### src/rtl/uart_rx_pkg.sv
// Shared UART definitions: default frame geometry and one-hot receiver state encoding.
// Used by uart_rx and the companion transmitter.
package uart_rx_pkg;

  localparam int DEF_DATA_BITS  = 8;
  localparam int DEF_OVERSAMPLE = 16;

  typedef enum logic [4:0] {
    ST_IDLE   = 5'b00001,
    ST_START  = 5'b00010,
    ST_DATA   = 5'b00100,
    ST_PARITY = 5'b01000,
    ST_STOP   = 5'b10000
  } rx_state_t;

endpackage

### src/rtl/uart_rx_if.sv
// UART receiver bus: tick/serial-line inputs and received-word outputs.
// The master modport drives the line; the slave modport is the receiver.
interface uart_rx_if
  import uart_rx_pkg::*;
#(
  parameter int DATA_BITS = DEF_DATA_BITS
) ();

  logic                 i_tick;
  logic                 i_rx_data;
  logic [DATA_BITS-1:0] o_data_byte;
  logic                 o_done_bit;
  logic                 o_frame_error;
  logic                 o_parity_error;

  modport master (
    output i_tick, i_rx_data,
    input  o_data_byte, o_done_bit, o_frame_error, o_parity_error
  );

  modport slave (
    input  i_tick, i_rx_data,
    output o_data_byte, o_done_bit, o_frame_error, o_parity_error
  );

endinterface

### src/rtl/uart_sync2ff.sv
// Two-flop synchronizer for the asynchronous serial line; 2-clock latency, no backpressure.
// Resets to 1 so a reset never looks like a start bit.
module uart_sync2ff (
  input  logic i_clock,
  input  logic i_reset,
  input  logic d,
  output logic q
);

  logic meta;

  always_ff @(posedge i_clock or negedge i_reset) begin
    if (!i_reset) begin
      meta <= 1'b1;
      q    <= 1'b1;
    end else begin
      meta <= d;
      q    <= meta;
    end
  end

endmodule

### src/rtl/uart_rx.sv
// Oversampled UART receiver; done pulses one clock after the stop-bit sample, no backpressure.
// Optional even-parity bit enabled by defining UART_RX_PARITY_EN.
module uart_rx
  import uart_rx_pkg::*;
#(
  parameter int DATA_BITS  = DEF_DATA_BITS,
  parameter int OVERSAMPLE = DEF_OVERSAMPLE
) (
  input  logic      i_clock,
  input  logic      i_reset,
  uart_rx_if.slave  rx
);

  localparam int CW = $clog2(OVERSAMPLE);
  localparam int IW = $clog2(DATA_BITS);
  localparam logic [CW-1:0] CNT_MID  = CW'(OVERSAMPLE / 2 - 1);
  localparam logic [CW-1:0] CNT_LAST = CW'(OVERSAMPLE - 1);
  localparam logic [IW-1:0] IDX_LAST = IW'(DATA_BITS - 1);

  logic                 rx_s;
  rx_state_t            state, state_next;
  logic [CW-1:0]        cnt, cnt_next;
  logic [IW-1:0]        idx, idx_next;
  logic [DATA_BITS-1:0] shift, shift_next;
  logic                 finish;
  logic [DATA_BITS-1:0] data_q;
  logic                 done_q;
  logic                 ferr_q;

  uart_sync2ff u_sync (
    .i_clock (i_clock),
    .i_reset (i_reset),
    .d       (rx.i_rx_data),
    .q       (rx_s)
  );

`ifdef UART_RX_PARITY_EN
  logic par_q, par_next;
  logic perr_q;
`endif

  always_comb begin
    state_next = state;
    cnt_next   = cnt;
    idx_next   = idx;
    shift_next = shift;
    finish     = 1'b0;
`ifdef UART_RX_PARITY_EN
    par_next   = par_q;
`endif
    if (rx.i_tick) begin
      unique case (state)
        ST_IDLE: begin
          if (!rx_s) begin
            cnt_next   = '0;
            state_next = ST_START;
          end
        end
        ST_START: begin
          // Mid start bit: a high line here means the falling edge was a glitch.
          if (cnt == CNT_MID) begin
            cnt_next   = '0;
            state_next = rx_s ? ST_IDLE : ST_DATA;
          end else begin
            cnt_next = cnt + 1'b1;
          end
        end
        ST_DATA: begin
          if (cnt == CNT_LAST) begin
            cnt_next   = '0;
            shift_next = {rx_s, shift[DATA_BITS-1:1]};
            if (idx == IDX_LAST) begin
              idx_next = '0;
`ifdef UART_RX_PARITY_EN
              state_next = ST_PARITY;
`else
              state_next = ST_STOP;
`endif
            end else begin
              idx_next = idx + 1'b1;
            end
          end else begin
            cnt_next = cnt + 1'b1;
          end
        end
`ifdef UART_RX_PARITY_EN
        ST_PARITY: begin
          if (cnt == CNT_LAST) begin
            cnt_next   = '0;
            par_next   = rx_s;
            state_next = ST_STOP;
          end else begin
            cnt_next = cnt + 1'b1;
          end
        end
`endif
        ST_STOP: begin
          if (cnt == CNT_LAST) begin
            cnt_next   = '0;
            finish     = 1'b1;
            state_next = ST_IDLE;
          end else begin
            cnt_next = cnt + 1'b1;
          end
        end
        default: begin
          cnt_next   = '0;
          idx_next   = '0;
          state_next = ST_IDLE;
        end
      endcase
    end
  end

  always_ff @(posedge i_clock or negedge i_reset) begin
    if (!i_reset) begin
      state <= ST_IDLE;
      cnt   <= '0;
      idx   <= '0;
      shift <= '0;
    end else begin
      state <= state_next;
      cnt   <= cnt_next;
      idx   <= idx_next;
      shift <= shift_next;
    end
  end

  // Outputs load on the stop-sample edge and hold until the next completed frame.
  always_ff @(posedge i_clock or negedge i_reset) begin
    if (!i_reset) begin
      data_q <= '0;
      done_q <= 1'b0;
      ferr_q <= 1'b0;
    end else begin
      done_q <= finish;
      if (finish) begin
        data_q <= shift;
        ferr_q <= ~rx_s;
      end
    end
  end

`ifdef UART_RX_PARITY_EN
  always_ff @(posedge i_clock or negedge i_reset) begin
    if (!i_reset) begin
      par_q  <= 1'b0;
      perr_q <= 1'b0;
    end else begin
      par_q <= par_next;
      if (finish) begin
        perr_q <= ^{shift, par_q};
      end
    end
  end

  assign rx.o_parity_error = perr_q;
`else
  assign rx.o_parity_error = 1'b0;
`endif

  assign rx.o_data_byte   = data_q;
  assign rx.o_done_bit    = done_q;
  assign rx.o_frame_error = ferr_q;

endmodule

### src/flat_wrapper.sv
// flat-port wrapper written by rule: the top's interface ports become plain ports
module uart_rx_flat import uart_rx_pkg::*;
#(
  parameter int DATA_BITS  = DEF_DATA_BITS,
  parameter int OVERSAMPLE = DEF_OVERSAMPLE
)
  (i_clock, i_reset, rx_i_tick, rx_i_rx_data, rx_o_data_byte, rx_o_done_bit, rx_o_frame_error, rx_o_parity_error);
  uart_rx_if #(.DATA_BITS(DATA_BITS)) rx_i ();
  input  logic i_clock;
  input  logic i_reset;
  input wire logic [$bits(rx_i.i_tick)-1:0] rx_i_tick;
  input wire logic [$bits(rx_i.i_rx_data)-1:0] rx_i_rx_data;
  output wire logic [$bits(rx_i.o_data_byte)-1:0] rx_o_data_byte;
  output wire logic [$bits(rx_i.o_done_bit)-1:0] rx_o_done_bit;
  output wire logic [$bits(rx_i.o_frame_error)-1:0] rx_o_frame_error;
  output wire logic [$bits(rx_i.o_parity_error)-1:0] rx_o_parity_error;
  assign rx_i.i_tick = rx_i_tick;
  assign rx_i.i_rx_data = rx_i_rx_data;
  assign rx_o_data_byte = rx_i.o_data_byte;
  assign rx_o_done_bit = rx_i.o_done_bit;
  assign rx_o_frame_error = rx_i.o_frame_error;
  assign rx_o_parity_error = rx_i.o_parity_error;
  uart_rx #(.DATA_BITS(DATA_BITS), .OVERSAMPLE(OVERSAMPLE)) u_core (.i_clock(i_clock), .i_reset(i_reset), .rx(rx_i));
endmodule
### config.mk
export PLATFORM = sky130hd
export DESIGN_NAME = uart_rx_flat
export DESIGN_NICKNAME = d
export VERILOG_FILES = /design/src/rtl/uart_rx_pkg.sv /design/src/rtl/uart_rx_if.sv /design/src/rtl/uart_sync2ff.sv /design/src/rtl/uart_rx.sv /design/src/flat_wrapper.sv
export SDC_FILE = /design/constraint.sdc
export NUM_CORES = 1
export LEC_CHECK = 0
export ABC_CLOCK_PERIOD_IN_PS = 2100
export CAP_MARGIN = 25
export CORE_UTILIZATION = 50
export DETAILED_ROUTE_END_ITERATION = 7
export PLACE_DENSITY = 0.78
export SYNTH_ARGS = -nofsm -noshare
export SYNTH_HDL_FRONTEND = slang
export SYNTH_SLANG_ARGS = --single-unit
### constraint.sdc
create_clock -name i_clock -period 2.1 [get_ports i_clock]
set_input_delay 0.63 -clock i_clock [delete_from_list [all_inputs] [get_ports i_clock]]
set_output_delay 0.63 -clock i_clock [all_outputs]
set_load 0.05 [all_outputs]
; After elaboration in Yosys (flattened, before gate mapping)
; Cells that the tools add are included.
[classes]
addsub = 2
n_mul = 0
div = 0
n_lt_le_gt_ge = 0
n_eq_ne = 12
shift = 0
mux = 17
bitwise_logic = 2
n_reduce_logical = 6
[ops]
columns = operator, n
row1 = $mux W5, 5
row2 = $pmux W5 S4, 1
row3 = $mux W4, 3
row4 = $pmux W4 S3, 1
row5 = $mux W3, 3
row6 = $ne A2 B1 Y1 const B, 4
row7 = $pmux W3 S2, 1
row8 = $reduce_and A3 Y1, 2
row9 = $reduce_and A6 Y1, 1
row10 = $eq A5 B1 Y1 const B, 1
row11 = $eq A5 B2 Y1 const B, 1
row12 = $eq A5 B3 Y1 const B, 1
row13 = $eq A5 B5 Y1 const B, 1
row14 = $add A4 B1 Y4 const B, 1
row15 = $eq A4 B3 Y1 const B, 1
row16 = $eq A4 B4 Y1 const B, 1
row17 = $add A3 B1 Y3 const B, 1
row18 = $eq A3 B3 Y1 const B, 1
row19 = $mux W1, 3
row20 = $reduce_or A3 Y1, 1
row21 = $ne A2 B2 Y1 const B, 1
row22 = $not A1 Y1, 2
row23 = $reduce_and A2 Y1, 1
row24 = $reduce_or A2 Y1, 1
[word_totals]
regBits = 32
latchBits = 0
mem_bits_rw = 0
mem_bits_ro = 0
word_cells = 48
n_memories = 0

; Logic depth before layout (Yosys ltp)
; Gate-level depths: netlist (run 1).
[depth]
word_depth = 4
ltp_mapped = 5

; Modules after synthesis
; From an unflattened synthesis (run 1), not the netlist that was laid out.
[unflattened]
hier_cells = 118
area_unflattened_um2 = 1497.7
[by_module_without_submodules]
columns = module, n_inst, cells_per_inst, area_per_inst_um2
row1 = uart_rx, 1, 116, 1445.1
row2 = uart_sync2ff, 1, 2, 52.6

; Worst setup path before layout (run 1)
; No wires, ideal clock.
[synth_timing]
path_kind = reg-to-reg
from = register u_core.state[0]
to = register u_core.state[4]
arrival_ns = 1.729
t_required_ns = 1.975
setup_slack_ns = 0.246
path_stages_with_launch = 6
period_less_slack_ns = 1.854
path_cell_list = dfstp_2 -> buf_4 -> or4b_4 -> or2_0 -> o2111a_2 -> mux2_4
[synth_via]
elab_chain_len = 3
elab_cells_between_ends = 11
[synth_lines]
columns = element, line_no
row1 = "start, declared", uart_rx.sv:21  ; rx_state_t state, state_next;
row2 = "start signal, assigned", uart_rx.sv:122  ; state <= state_next;
row3 = $eq A5 B5 Y1 (tied with other cells), uart_rx.sv:52  ; unique case (state)
row4 = $ne A2 B1 Y1 (no source line) / $ne A2 B2 Y1 (equally long branches), --
row5 = $reduce_and A6 Y1 (no source line), --
; Parallel ways exist; a longest one is shown, timed or not.
; A chain may end at the register's enable or synchronous reset.

; Final worst setup path (run 1)
; Same ends and word-level chain as after synthesis.

==> results.md, run 1 <==
- The run finished with clean final reports.
- Measured along the x axis, the die boundary spans between 50 and 60 microns.
- Walking the worst path, the cells encountered are or4b_4 -> or2_0 -> o2111a_2 -> mux2_4.
- The synthesized netlist devotes between 9 and 10% of its cell area to compound gates.
- The number of search-and-repair iterations in the first detailed-routing pass is 4.
- In this run, synthesis produced a sequential element count of 31.
- Between clock sinks in the finished design, the worst skew comes to 0.00761 ns.
- The most used flip-flop cell after synthesis is sky130_fd_sc_hd__dfrtp_1.
- The initialized floorplan defines 19 standard-cell rows.
- The buffer depth of the longest clock path is 2.
- The post-detailed-route via-to-cell ratio is between 5 and 6.
- The placed instances occupy a cell area of 1620 sq um.
- Of the cells placed in the final design, the portion with a size suffix greater than 1 is 36.2%.
- In this run the worst hold path is classified as reg2reg.
- The max-capacitance violation count is 0.
- The number of pins with negative max-slew slack in the final report is 0.
- The half-perimeter wire length after detailed placement is 1810 microns.
- The netlist area before placement is between 1000 and 1500 sq um.
- In this run the number of H-tree levels came out at 2.
- The routed design has 2510 microns of wire.
- After floorplanning, the core was sized to cover 2760 sq um.
- The worst voltage drop across the vdd grid is 0.597 mV.
- For this configuration, the core starts out at a cell density of 52.9%.
- In this run the tightest slew margin relative to its limit is around two thirds.
- The required arrival time at the worst endpoint is between 2 and 2.5 ns.
- The count of antenna-violating nets left after detailed routing is 0.
- The initial DRC count is 56.
- The total inserted antenna cells is 0.
- Buffers added to address setup during post-CTS repair amount to 0.
- The clock transition at the register clock pins on the worst setup and hold paths after CTS is 0.10 ns.
- Across all layers, the routed design uses 958 vias.
- The setup slack on the worst flop-to-flop path is 0.18 ns.
- Yosys printed 0 warnings.
- The TritonCTS clock tree is done.
- For the pin with the worst max-slew slack, the measured transition is 0.500 ns.
- At the worst endpoint, the arrival time is 2.14 ns.
- The share of the Yosys chip area taken by registers is 53.5%.
- The kind of launch point of the worst setup path is a flip-flop.
- The number of global-route vias before repair came to 976.
- Entering global routing, the biggest net connects 32 pins.
- The worst setup path is of the reg2reg kind.
- For this run, the top clock speed supported by timing is 0.522 GHz.
- Setup repair after global routing left no endpoint under its margin.
- The mean instance size in the synthesized netlist is 12.5 sq um.
- The portion of netlist area occupied by mux cells is ~16%.
- The critical-path cell with the highest stage delay is sky130_fd_sc_hd__dfstp_2.
- The synthesized-area fraction occupied by xor and xnor cells is around 1.8%.
- Dividing the final minimum period by the clock period gives 91.3%.
- The wire length of the first global-routing pass is about 4500 microns.
- For this run, asynchronously set or reset flops after synthesis account for 100%.
- The sort of element at the end of the critical path is a flip-flop.
- The kind of cell with the highest combined delay along the critical path is simple AND/OR/NAND/NOR gates.
- Setup violations remaining at the end of the flow were counted as 0.
- In this run, post-CTS hold repair placed 0 buffers.
- The synthesis-to-layout area growth is 16.3%.
- The worst path in the final design needs a cycle of 1.92 ns, including I/O delays and setup.
- Along the worst path, the maximum fanout reaches 10.
- The largest incremental delay on the critical path is 0.65 ns.
- Buffers inserted during clock tree synthesis total 5.
- The count of buffering cells on the critical path with inverters included is 0.
- The I/O pin count is 15.
- The number of enable-type register cells in the synthesized netlist is 0.
- The clock latency on the worst-skew pair is 0.32 ns.
- The fraction of the mapped netlist area in adder cells is 2.58%.
- The die height is approximately 56 microns.
- Post-CTS repair changed the size of 0 cells.
- The sum of negative setup slack is 0 ns.
- The number of antenna violations at the first check in global routing is 0.
- The main combinational cell family by area after synthesis is multiplexers.
- For this run, design rule violations remaining after detail routing come to 0.
- During placement, the flow inserted port buffers numbering 13.
- Counting every instance in the synthesized netlist gives roughly 120.
- For this run the aggregate overflow at the end of global routing stands at 0.
- In this run the power density over the cells is 792 nW/um^2.
- The sink count of the clock tree is 31.
- For this run, the total global-route usage over all layers was measured as 19.2%.
- The final layout contains roughly 140 nets.
- The number of hold violations in the final report is 0.
- The number of nets in the synthesized netlist is 124.
- The final RePlAce weighted congestion is just over 0.8.
- In the final routed layout, each cell accounts on average for 14.9 microns.
- The tree is rooted in a sky130_fd_sc_hd__clkbuf_4.
- The static leakage power is around 0.85 nW.
- Once layout is done, the placed cells without fillers occupy 1700 sq um.
- Synthesis instantiated 42 different standard cells from the library.
- The overall die area is approximately 3100 sq um.
- The post-synthesis simple-gate area fraction is 11.8%.
placed cells by master, fill, tap and decap left out, types with 2 or more instances in the layout:
cell type,n
sky130_fd_sc_hd__nor3b_1,3
sky130_fd_sc_hd__clkdlybuf4s50_1,3
sky130_fd_sc_hd__a21oi_1,2
sky130_fd_sc_hd__nand3_1,2
sky130_fd_sc_hd__nand4_1,3
sky130_fd_sc_hd__nand3b_1,2
sky130_fd_sc_hd__ha_1,3
sky130_fd_sc_hd__nand2_1,4
sky130_fd_sc_hd__dfstp_2,3
sky130_fd_sc_hd__clkbuf_4,5
sky130_fd_sc_hd__nor3_1,2
sky130_fd_sc_hd__xor2_1,3
sky130_fd_sc_hd__dfrtp_1,28
sky130_fd_sc_hd__mux2_2,19
sky130_fd_sc_hd__o21ai_0,3
sky130_fd_sc_hd__clkbuf_8,2
sky130_fd_sc_hd__nand2b_1,2
sky130_fd_sc_hd__inv_1,7
sky130_fd_sc_hd__buf_4,14
sky130_fd_sc_hd__nor2_1,2
per-layer routing:
metal / wire [microns] / track usage (%) / vias to the layer above / share of wire (%)
met3: 146 / 7.44 / 4 / 5.8
met4: 40 / 9.76 / 0 / 1.6
li1: - / - / 456 / -
met5: 0 / 0 / - / 0
met2: 1210 / 29.6 / 28 / 48
met1: 1110 / 23.5 / 470 / 44
state kept, by name, summed over array words and instances (netlist names):
register,count
u_core.rx.o_done_bit,1
u_core.shift,8
u_core.rx.o_data_byte,8
u_core.u_sync.q,1
u_core.state,4
u_core.cnt,4
u_core.idx,3
u_core.rx.o_frame_error,1
u_core.u_sync.meta,1
logic make-up (layout without fill, tap and decap cells):
group,after synthesis,after routing
buffers and inverters,13,34
adder cells (fa/ha/maj),3,3
AND/OR/NAND/NOR,27,27
AO/OA/AOI/OAI,18,18
flip-flops,31,31
XOR/XNOR,3,3
multiplexers,21,21
other,1,1
area by class of cell:
class                      instances  area (sq um)
inverter                           7          26.3
tap                               31          38.8
clock inverter                     1          7.51
timing repair buffer              19           168
sequential                        31           779
clock buffer                       7          65.1
multi-input combinational         73           611
fill                             221          1060
Yosys cell counts (2+ instances only):
| library cell | instances | area share (%) |
|---|---|---|
| sky130_fd_sc_hd__nor3_1 | 2 | 0.69 |
| sky130_fd_sc_hd__xor2_1 | 3 | 1.8 |
| sky130_fd_sc_hd__a21oi_1 | 2 | 0.69 |
| sky130_fd_sc_hd__ha_1 | 3 | 2.6 |
| sky130_fd_sc_hd__dfstp_2 | 3 | 5.4 |
| sky130_fd_sc_hd__nand3b_1 | 2 | 1.0 |
| sky130_fd_sc_hd__dfrtp_1 | 28 | 48 |
| sky130_fd_sc_hd__inv_1 | 7 | 1.8 |
| sky130_fd_sc_hd__buf_4 | 2 | 1.0 |
| sky130_fd_sc_hd__o21ai_0 | 3 | 1.0 |
| sky130_fd_sc_hd__nor2_1 | 2 | 0.52 |
| sky130_fd_sc_hd__nand2b_1 | 2 | 0.86 |
| sky130_fd_sc_hd__nor3b_1 | 3 | 1.5 |
| sky130_fd_sc_hd__buf_2 | 3 | 1.0 |
| sky130_fd_sc_hd__nand2_1 | 4 | 1.0 |
| sky130_fd_sc_hd__mux2_2 | 19 | 15 |
| sky130_fd_sc_hd__nand4_1 | 3 | 1.3 |
| sky130_fd_sc_hd__nand3_1 | 2 | 0.69 |
final timing paths:
check	start	to	cells after the start
max reg2reg	u_core.state[0]	u_core.state[4]	4
max in group asynchronous	i_reset	u_core.u_sync.q	2
max	u_core.state[0]	u_core.state[4]	4
min reg2reg	u_core.u_sync.meta	u_core.u_sync.q	0
min in group asynchronous	i_reset	u_core.state[4]	2
min	u_core.u_sync.meta	u_core.u_sync.q	0
stage by stage:
stage	util [%]	total power, mW	hold WS [ns]	worst slack (ns)	cells
finish	61.5	1.34	0.361	0.184	169
global route	61.5	1.41	0.373	0.132	169
CTS	61.4	1.36	0.362	0.00806	169
detailed placement	58.8	0.957	0.348	0.0241	161
global placement	58.8	0.943	0.349	0.0450	161
floorplan	-	0.897	0.334	0.246	117
report_power, final:
group	total, mW	internal (mW)	switching, mW
clock network	0.395	0.196	0.200
registers	0.698	0.632	0.0657
logic	0.250	0.128	0.122
total	1.34	0.956	0.387
Note: power is estimated with default switching activity, not from simulation.
==> inputs of run 2 (changes only) <==
--- a/config.mk
+++ b/config.mk
@@ -5,11 +5,10 @@
 export SDC_FILE = /design/constraint.sdc
 export NUM_CORES = 1
 export LEC_CHECK = 0
-export ABC_CLOCK_PERIOD_IN_PS = 2100
 export CAP_MARGIN = 25
 export CORE_UTILIZATION = 50
 export DETAILED_ROUTE_END_ITERATION = 7
-export PLACE_DENSITY = 0.78
+export PLACE_DENSITY = 0.8
 export SYNTH_ARGS = -nofsm -noshare
 export SYNTH_HDL_FRONTEND = slang
 export SYNTH_SLANG_ARGS = --single-unit
==> constraint.sdc (replaced) <==
create_clock -name i_clock -period 1.7 [get_ports i_clock]
set_input_delay 0.51 -clock i_clock [delete_from_list [all_inputs] [get_ports i_clock]]
set_output_delay 0.51 -clock i_clock [all_outputs]
set_load 0.05 [all_outputs]
==> run 2 against run 1 <==
The flow now finishes with violations (negative setup slack). Final cell count increased by 8.3%. Utilization increased by 10 points. Cell area increased by 17%. Register-to-register slack got worse by 0.29 ns. Critical path type unchanged. Critical endpoint unchanged.
==> results.md, run 2 (synthesis gave the netlist of run 1 again) <==
- The flow ran to the end, but the final reports show violations.
- The checks that failed: negative setup slack.
- The biggest fanout along the worst timing path is 3.
- The sum of negative setup slack is -0.208 ns.
- Setup repair after global routing could not meet its margin everywhere.
- The critical path's top delay family is simple AND/OR/NAND/NOR gates.
- The overall die area is around 3100 sq um.
- The share of cells above drive strength 1 is 47.4%.
- For this configuration, the core starts out at a cell density of 52.9%.
- The placed instance count is 173.
- Entering global routing, the biggest net connects 32 pins.
- The buffer depth of the longest clock path is 2.
- Internal power comes to 1.23 mW.
- The via count is just over 1000.
- In this run, CTS created clock tree buffers numbering 5.
- The number of global-route vias before repair was 1122.
- Across all setup checks in the final design, the least slack found is -0.102 ns.
- The clock transition at the register clock pins on the worst setup and hold paths after CTS is 0.11 ns.
- The endpoint arrival time on the critical path is roughly 2.0 ns.
- The number of hold violations in the final report is 0.
- The sink count of the clock tree is 31.
- The library cell used most frequently in the layout, excluding fill and tap cells, is sky130_fd_sc_hd__dfrtp_1.
- The H-tree was split into 2 levels.
- The count of buffering cells on the critical path with inverters included is 0.
- The post-detailed-route via-to-cell ratio is 5.66.
- The congestion estimate from routability-driven global placement came to around 0.90.
- The switching part of the total power is around 30%.
- The worst path uses 106% of the clock period.
- The largest incremental delay on the critical path is 0.54 ns.
- The count of antenna-violating nets left after detailed routing is 0.
- In this run the power spent charging and discharging nets is 532 uW.
- The number of pins with negative max-slew slack in the final report is 0.
- The half-perimeter wire length after detailed placement is 2030 microns.
- The worst setup path is captured at a flip-flop.
- Combinational logic is responsible for roughly 30% of the overall power.
- Registers are responsible for 45.5% of the overall power.
- The number of antenna violations at the first check in global routing is 0.
- Measured along the x axis, the die boundary spans 56.0 microns.
- The clock arrives with between 0.02 and 0.025 ns of skew.
- The site row count is 19.
- Power spread over the standard cell area amounts to 888 nW/um^2.
- The synthesis-to-layout area growth is 36.1%.
- The static leakage power is approximately 0.94 nW.
- The number of remaining DRC errors is 0.
- For this run, the number of standard cells in the final layout without fillers is 183.
- The maximum clock frequency is between 0.5 and 0.6 GHz.
- The total of hold buffers inserted after clock tree synthesis is 0.
- Buffers placed on the I/O ports in this run total 13.
- The residual overflow from global routing is 0.
- The first global-routing pass estimated 5250 microns of wire.
- The I/O pin count is 15.
- The worst setup path is of the reg2reg kind.
- The total inserted antenna cells is 0.
- The routed design could run at a clock period as short as 1.80 ns.
- The clock network burns 24.6% of the power.
- The die is about 56 microns tall.
- Leaving out fill and tap cells, the most frequent cells in the layout are sky130_fd_sc_hd__dfrtp_1, sky130_fd_sc_hd__buf_4, sky130_fd_sc_hd__mux2_2.
- The worst voltage drop across the vdd grid is 0.983 mV.
- The max-capacitance violation count is 0.
- Total power for the finished layout comes to 1.76 mW.
- TritonCTS built the clock tree.
- Before CTS, the worst setup slack after placement is -0.245 ns.
- The number of search-and-repair iterations in the first detailed-routing pass is 4.
- Summed over all layers, the routed wires come to 2960 microns.
- Across every metal layer, demand over resource in global routing totals 22.0%.
- The core area is ~2800 sq um.
- For the worst setup path, the data required time is about 1.9 ns.
- In this run, the number of DRC markers left after iteration 0 of detailed routing was ~70.
- The min-delay analysis places its worst path in the category reg2reg.
- STA classifies the critical path startpoint as a flip-flop.
- Across all hold checks on the routed design, the worst slack comes to 0.363 ns.
- Traced cell by cell, the critical path runs through or4b_4 -> or2_1 -> o2111a_2 -> mux2_4.
- The final-report setup violation count is 4.
- The final net count is 159.
- The tree is rooted in a sky130_fd_sc_hd__clkbuf_4.
- Clock latency on the worst-skew pair, taken at its later pin, is about 0.33 ns.
- The routed wire length per instance is 16.2 microns.
- The critical-path cell with the highest stage delay is sky130_fd_sc_hd__dfstp_2.
run 2: changes by cell type in the layout (fill, tap and decap cells not counted), moves of 4 or more:
cell                     delta
sky130_fd_sc_hd__buf_4      +4
sky130_fd_sc_hd__mux2_4     +5
sky130_fd_sc_hd__mux2_2     -5
sky130_fd_sc_hd__buf_12    +11
run 2: routing by layer:
metal | track usage, % | vias up | wire, microns
met5 | 0 | - | 0
met4 | 10.1 | 0 | 44
met3 | 5.12 | 4 | 125
met2 | 36.1 | 32 | 1530
met1 | 27.7 | 510 | 1250
li1 | - | 490 | -
run 2: area by class of cell:
cell class,instances,area (sq um)
sequential,31,781
inverter,7,26.3
clock buffer,6,51.3
timing repair buffer,34,417
fill,192,773
tap,31,38.8
clock inverter,1,5.00
multi-input combinational,73,666
run 2: worst paths after layout:
| kind | from | endpoint | slack (ns) | cells after the start |
|---|---|---|---|---|
| setup / recovery | u_core.state[0] | u_core.state[4] | -0.10 | 4 |
| hold / removal | u_core.u_sync.meta | u_core.u_sync.q | 0.36 | 0 |
| setup reg to reg | u_core.state[0] | u_core.state[4] | -0.10 | 4 |
| hold reg to reg | u_core.u_sync.meta | u_core.u_sync.q | 0.36 | 0 |
| max in group asynchronous | i_reset | u_core.u_sync.q | 0.90 | 2 |
| min in group asynchronous | i_reset | u_core.state[2] | 0.53 | 2 |
run 2: power groups by stage:
stage               Clock (mW)  Sequential [mW]  Combinational (mW)
global placement             0            0.816               0.443
CTS                      0.443            0.805               0.488
global route             0.478            0.805               0.574
floorplan                    0            0.810               0.308
finish                   0.434            0.801               0.528
detailed placement           0            0.819               0.466
run 2: worst register-to-register path: stages (launching register included):
cell                       delay (ns)
sky130_fd_sc_hd__dfstp_2         0.54
sky130_fd_sc_hd__or4b_4          0.48
sky130_fd_sc_hd__or2_1           0.24
sky130_fd_sc_hd__o2111a_2        0.14
sky130_fd_sc_hd__mux2_4          0.29
run 2: through the flow:
stage / instance area [sq um] / utilization, %
6_report: 1980 / 72.0
5_1_grt: 1980 / 72.0
4_1_cts: 1920 / 69.6
3_5_place_dp: 1850 / 66.9
3_3_place_gp: 1850 / 66.9
2_1_floorplan: 1460 / -
run 2: timing repair:
action,in CTS,in global routing
setup endpoints to repair,15,18
gates resized for setup,4,12
pin swaps,0,1
setup buffers,0,3
==> inputs of run 3 (changes only) <==
--- a/config.mk
+++ b/config.mk
@@ -11,4 +11,5 @@
 export PLACE_DENSITY = 0.8
 export SYNTH_ARGS = -nofsm -noshare
 export SYNTH_HDL_FRONTEND = slang
+export SYNTH_HIERARCHICAL = 1
 export SYNTH_SLANG_ARGS = --single-unit
==> run 3 against run 2 <==
The run ends with design-rule violations left. Die area is 2.6% higher. Register-to-register slack better by 0.18 ns. Critical path depth stayed put. Combinational power is 16% higher. Clock-buffer cell count is 2 higher. Hold slack better by 0.0015 ns. Global-route usage is 1.7 points lower. Via count is 0.48% lower. Utilization is 0.33 points lower. Routed wire length is 1.1% lower. Clock skew is 0.015 ns lower. Highest routed layer unchanged.
==> results.md, run 3 <==
- In this run the worst setup path begins at u_core/state[1].
- The fraction of the mapped netlist area in adder cells is 2.51%.
- The kind of launch point of the worst setup path is a flip-flop.
- The region available for standard cell placement spans 2810 sq um.
- The library cells used most frequently in the layout, excluding fill and tap cells, are sky130_fd_sc_hd__dfrtp_1, sky130_fd_sc_hd__buf_4, sky130_fd_sc_hd__buf_12.
- The initial utilization of the core area, before any placement, comes to between 50% and 60%.
- Pin placement for this block handled 15 I/O pins.
- The mapped netlist covers 1500 sq um.
- Yosys instantiated no cell more often than sky130_fd_sc_hd__dfrtp_1.
- The last element of the critical path is u_core/shift[6].
- The library cell used most frequently in the layout, excluding fill and tap cells, is sky130_fd_sc_hd__dfrtp_1.
- The site row count is 19.
- The number of antenna diodes in the final layout is 0.
- The routed wire length per instance is between 15 and 20 microns.
- The clock transition at the register clock pins on the worst setup and hold paths after CTS is 0.09 ns.
- The count of input and output buffers is 13.
- Summed over its instances, the top area cell type makes up 46.8% of the synthesized netlist area.
- Based on the critical path, the design can be clocked at up to 0.618 GHz.
- The sink count of the clock tree is 31.
- Summed over all nets, the half-perimeter wirelength after detailed placement is between 2000 and 2500 microns.
- The type of the worst setup path is reg2reg.
- The number of remaining DRC errors is 2.
- The sort of element at the end of the critical path is a flip-flop.
- Setup violations remaining at the end of the flow were counted as 0.
- The flow ran to the end, but the final reports show violations.
- The kind of path behind the tightest hold check is reg2reg.
- The worst register-to-register path has a depth of 4.
- The endpoint arrival time on the critical path is ~1.8 ns.
- The initial DRC count is 25.
- Among cell families on the critical path, the largest total delay comes from simple AND/OR/NAND/NOR gates.
- The endpoint identified for the worst register-to-register timing path is u_core/shift[6].
- Clock tree synthesis selected as its root buffer the cell sky130_fd_sc_hd__clkbuf_4.
- The area of the multi-input gates is around 700 sq um.
- The number of search-and-repair iterations in the first detailed-routing pass is 6.
- The final layout contains routed wiring with a total length of roughly 2900 microns.
- The setup slack on the worst flop-to-flop path is 0.08 ns.
- In the post-synthesis netlist, the biggest area contributors are sky130_fd_sc_hd__dfrtp_1, sky130_fd_sc_hd__mux2_4, sky130_fd_sc_hd__mux2_2.
- The routed metal-1 wire length is approximately 1300 microns.
- The die is approximately 57 microns wide.
- The count of cell types in the netlist is 42.
- The portion of synthesized area spent on multiplexers is 17.5%.
- In the detailed route, the total length drawn on met2 is 1460 microns.
- The first global-routing pass estimated around 4800 microns of wire.
- The count of buffering cells on the critical path with inverters included is 1.
- The final net count is 157.
- The number of nets in the synthesized netlist is 125.
- The number of global-route vias before repair is 988.
- Buffers inserted to repair hold after CTS numbered 0.
- The overall die area is between 3000 and 4000 sq um.
- The worst clock skew on the final layout is 0.00747 ns.
- The number of pins with negative max-slew slack in the final report came to 0.
- The via count is a little over 1000.
- For the worst-skew pair, the clock arrives at the later sink with an insertion delay of approximately 0.31 ns.
- The final core utilization is 71.6%.
- In this run the number of cells on the critical path is 4.
- The cell type with the largest total area after synthesis is sky130_fd_sc_hd__dfrtp_1.
- The most used flip-flop cell after synthesis is sky130_fd_sc_hd__dfrtp_1.
- The yosys synthesis warning count is 6.
- For this run, the slowest stage of the critical path takes roughly 0.46 ns.
- The detailed-routed wire length on met3 is about 96 microns.
- Relative to the synthesized area, the layout overhead comes to 34.2%.
- The residual overflow from global routing is 0.
- In the global route stage, overall resource usage came out at between 20% and 30%.
- The worst hold-check slack is 0.365 ns.
- The synthesized netlist devotes 12.1% of its cell area to simple gates.
- The final critical path takes up 95.2% of the cycle.
- The worst-case IR drop observed on VDD is approximately 0.71 mV.
- The maximum number of pins on one net before global-route repair is 32.
- The final reports fail on design-rule violations.
- Dividing the detail-routed via count by the number of cells gives 5.66.
- The number of hold violations in the final report is 0.
- Traced cell by cell, the critical path runs through nor4b_4 -> and3_1 -> buf_12 -> mux2_2.
- TritonCTS built the clock tree.
- In this run, synthesis inferred 0 flip-flops with an integrated enable.
- Averaged over all synthesized cells, the footprint is roughly 13 sq um.
- After detailed routing, no signal wire sits above met4.
- The longest clock path from root to sink contains 2 buffers.
- In the synthesized netlist the async set-or-reset flop fraction comes to 100%.
- In this run, CTS created clock tree buffers numbering 5.
- After routing, the total negative slack on setup checks comes to 0 ns.
- The synthesized netlist devotes between 10% and 20% of its cell area to compound gates.
- The number of fill cells is ~200.
- The tool flagged a number of max-cap violations equal to 0.
- The gate count after technology mapping is 118.
- The die height is 56.7 microns.
- Setup repair after global routing left no endpoint under its margin.
- The biggest fanout along the worst timing path is 8.
- In this run the power density over the cells is slightly below 1000 nW/um^2.
- Summed over all cells, the static leakage comes to slightly below 1 nW.
- The routed design could run at a clock period as short as 1.62 ns.
- The startpoint of the most critical register-to-register path is u_core/state[1].
- By count the netlist is led by sky130_fd_sc_hd__dfrtp_1, sky130_fd_sc_hd__mux2_2, sky130_fd_sc_hd__mux2_4, sky130_fd_sc_hd__nand2_1.
- The main combinational cell family by area after synthesis is multiplexers.
- The H-tree level count is 2.
- The critical-path cell with the highest stage delay is sky130_fd_sc_hd__dfrtp_2.
- Counting flops and latches in the post-synthesis netlist gives 31.
- The required arrival time at the worst endpoint is 1.90 ns.
- The final RePlAce weighted congestion is 0.882.
- The sequential cell area fraction in the yosys report is 52.0%.
- Of the total synthesized cell area, the portion taken by XOR and XNOR cells is 0%.
- The storage element area is between 700 and 800 sq um.
- The post-route netlist has 46.4% of its cells at a drive strength greater than 1.
- The number of antenna violations at the first check in global routing came to 0.
- In this run the remaining antenna-violating nets after routing total 0.
-- run 3: cell types whose count changed in the layout (fill, tap and decap cells not counted), sizes merged, moves of 3 or more --
cell   change
a22o       +3
buf        -4
nand2      +3
nor3b      -3
xor2       -3
-- run 3: cell type report --
cell class | count | share of cell area [%]
clock buffers | 8 | 3.42
repair buffers | 30 | 19.7
well taps | 31 | 1.93
inverters | 5 | 0.934
flip-flops and latches | 31 | 39.0
multi-input cells | 77 | 35.1
-- run 3: power breakdown --
part | internal [mW] | switching (mW)
clock network | 0.243 | 0.225
registers | 0.796 | 0.0870
logic | 0.332 | 0.280
-- run 3: worst register-to-register path, delay by kind of cell (launching register included) --
family,cells,cell delay [ns]
and+or+nand+nor,2,0.57
buffers and inverters,1,0.14
DFF,1,0.46
muxes,1,0.33
-- run 3: kinds of logic (layout without fill, tap and decap cells) --
kind of cell	Yosys count	in the layout
buf+inv	10	43
fa+ha+maj	3	3
flops	31	31
simple gates	29	29
compound gates	23	23
other cells	1	1
mux	21	21
-- run 3: layer usage --
metal  vias up  global-route usage, %
li1        492                      -
met1       510                   25.5
met2        22                   32.5
met3         7                   7.37
met4         0                   7.32
met5         -                      0
-- run 3: what timing repair did --
action	4_1_cts	5_1_grt
endpoints found under the setup margin	2	24
gates resized for setup	1	9
pin swaps	0	2
buffers inserted	0	3
endpoints found under the hold margin	0	0
-- run 3: worst min-delay path by stage --
stage	end	startpoint	slack (ns)	cells after the start
after global routing	u_core/u_sync/q	u_core/u_sync/meta	0.37	0
after CTS	u_core/u_sync/q	u_core/u_sync/meta	0.37	0
final	u_core/u_sync/q	u_core/u_sync/meta	0.36	0
after detailed placement	u_core/u_sync/q	u_core/u_sync/meta	0.35	0
after global placement	u_core/u_sync/q	u_core/u_sync/meta	0.35	0
after floorplan	u_core/cnt[0]	i_reset	0.21	0
-- run 3: metrics by stage --
step	total power [mW]	area [sq um]	worst slack [ns]	std cells
3_3_place_gp	1.38	1870	-0.158	171
5_1_grt	2.08	2010	0.00281	182
6_report	1.96	2010	0.0812	182
3_5_place_dp	1.40	1870	-0.230	171
2_1_floorplan	1.19	1500	0.0811	118
4_1_cts	1.89	1950	0.00778	179
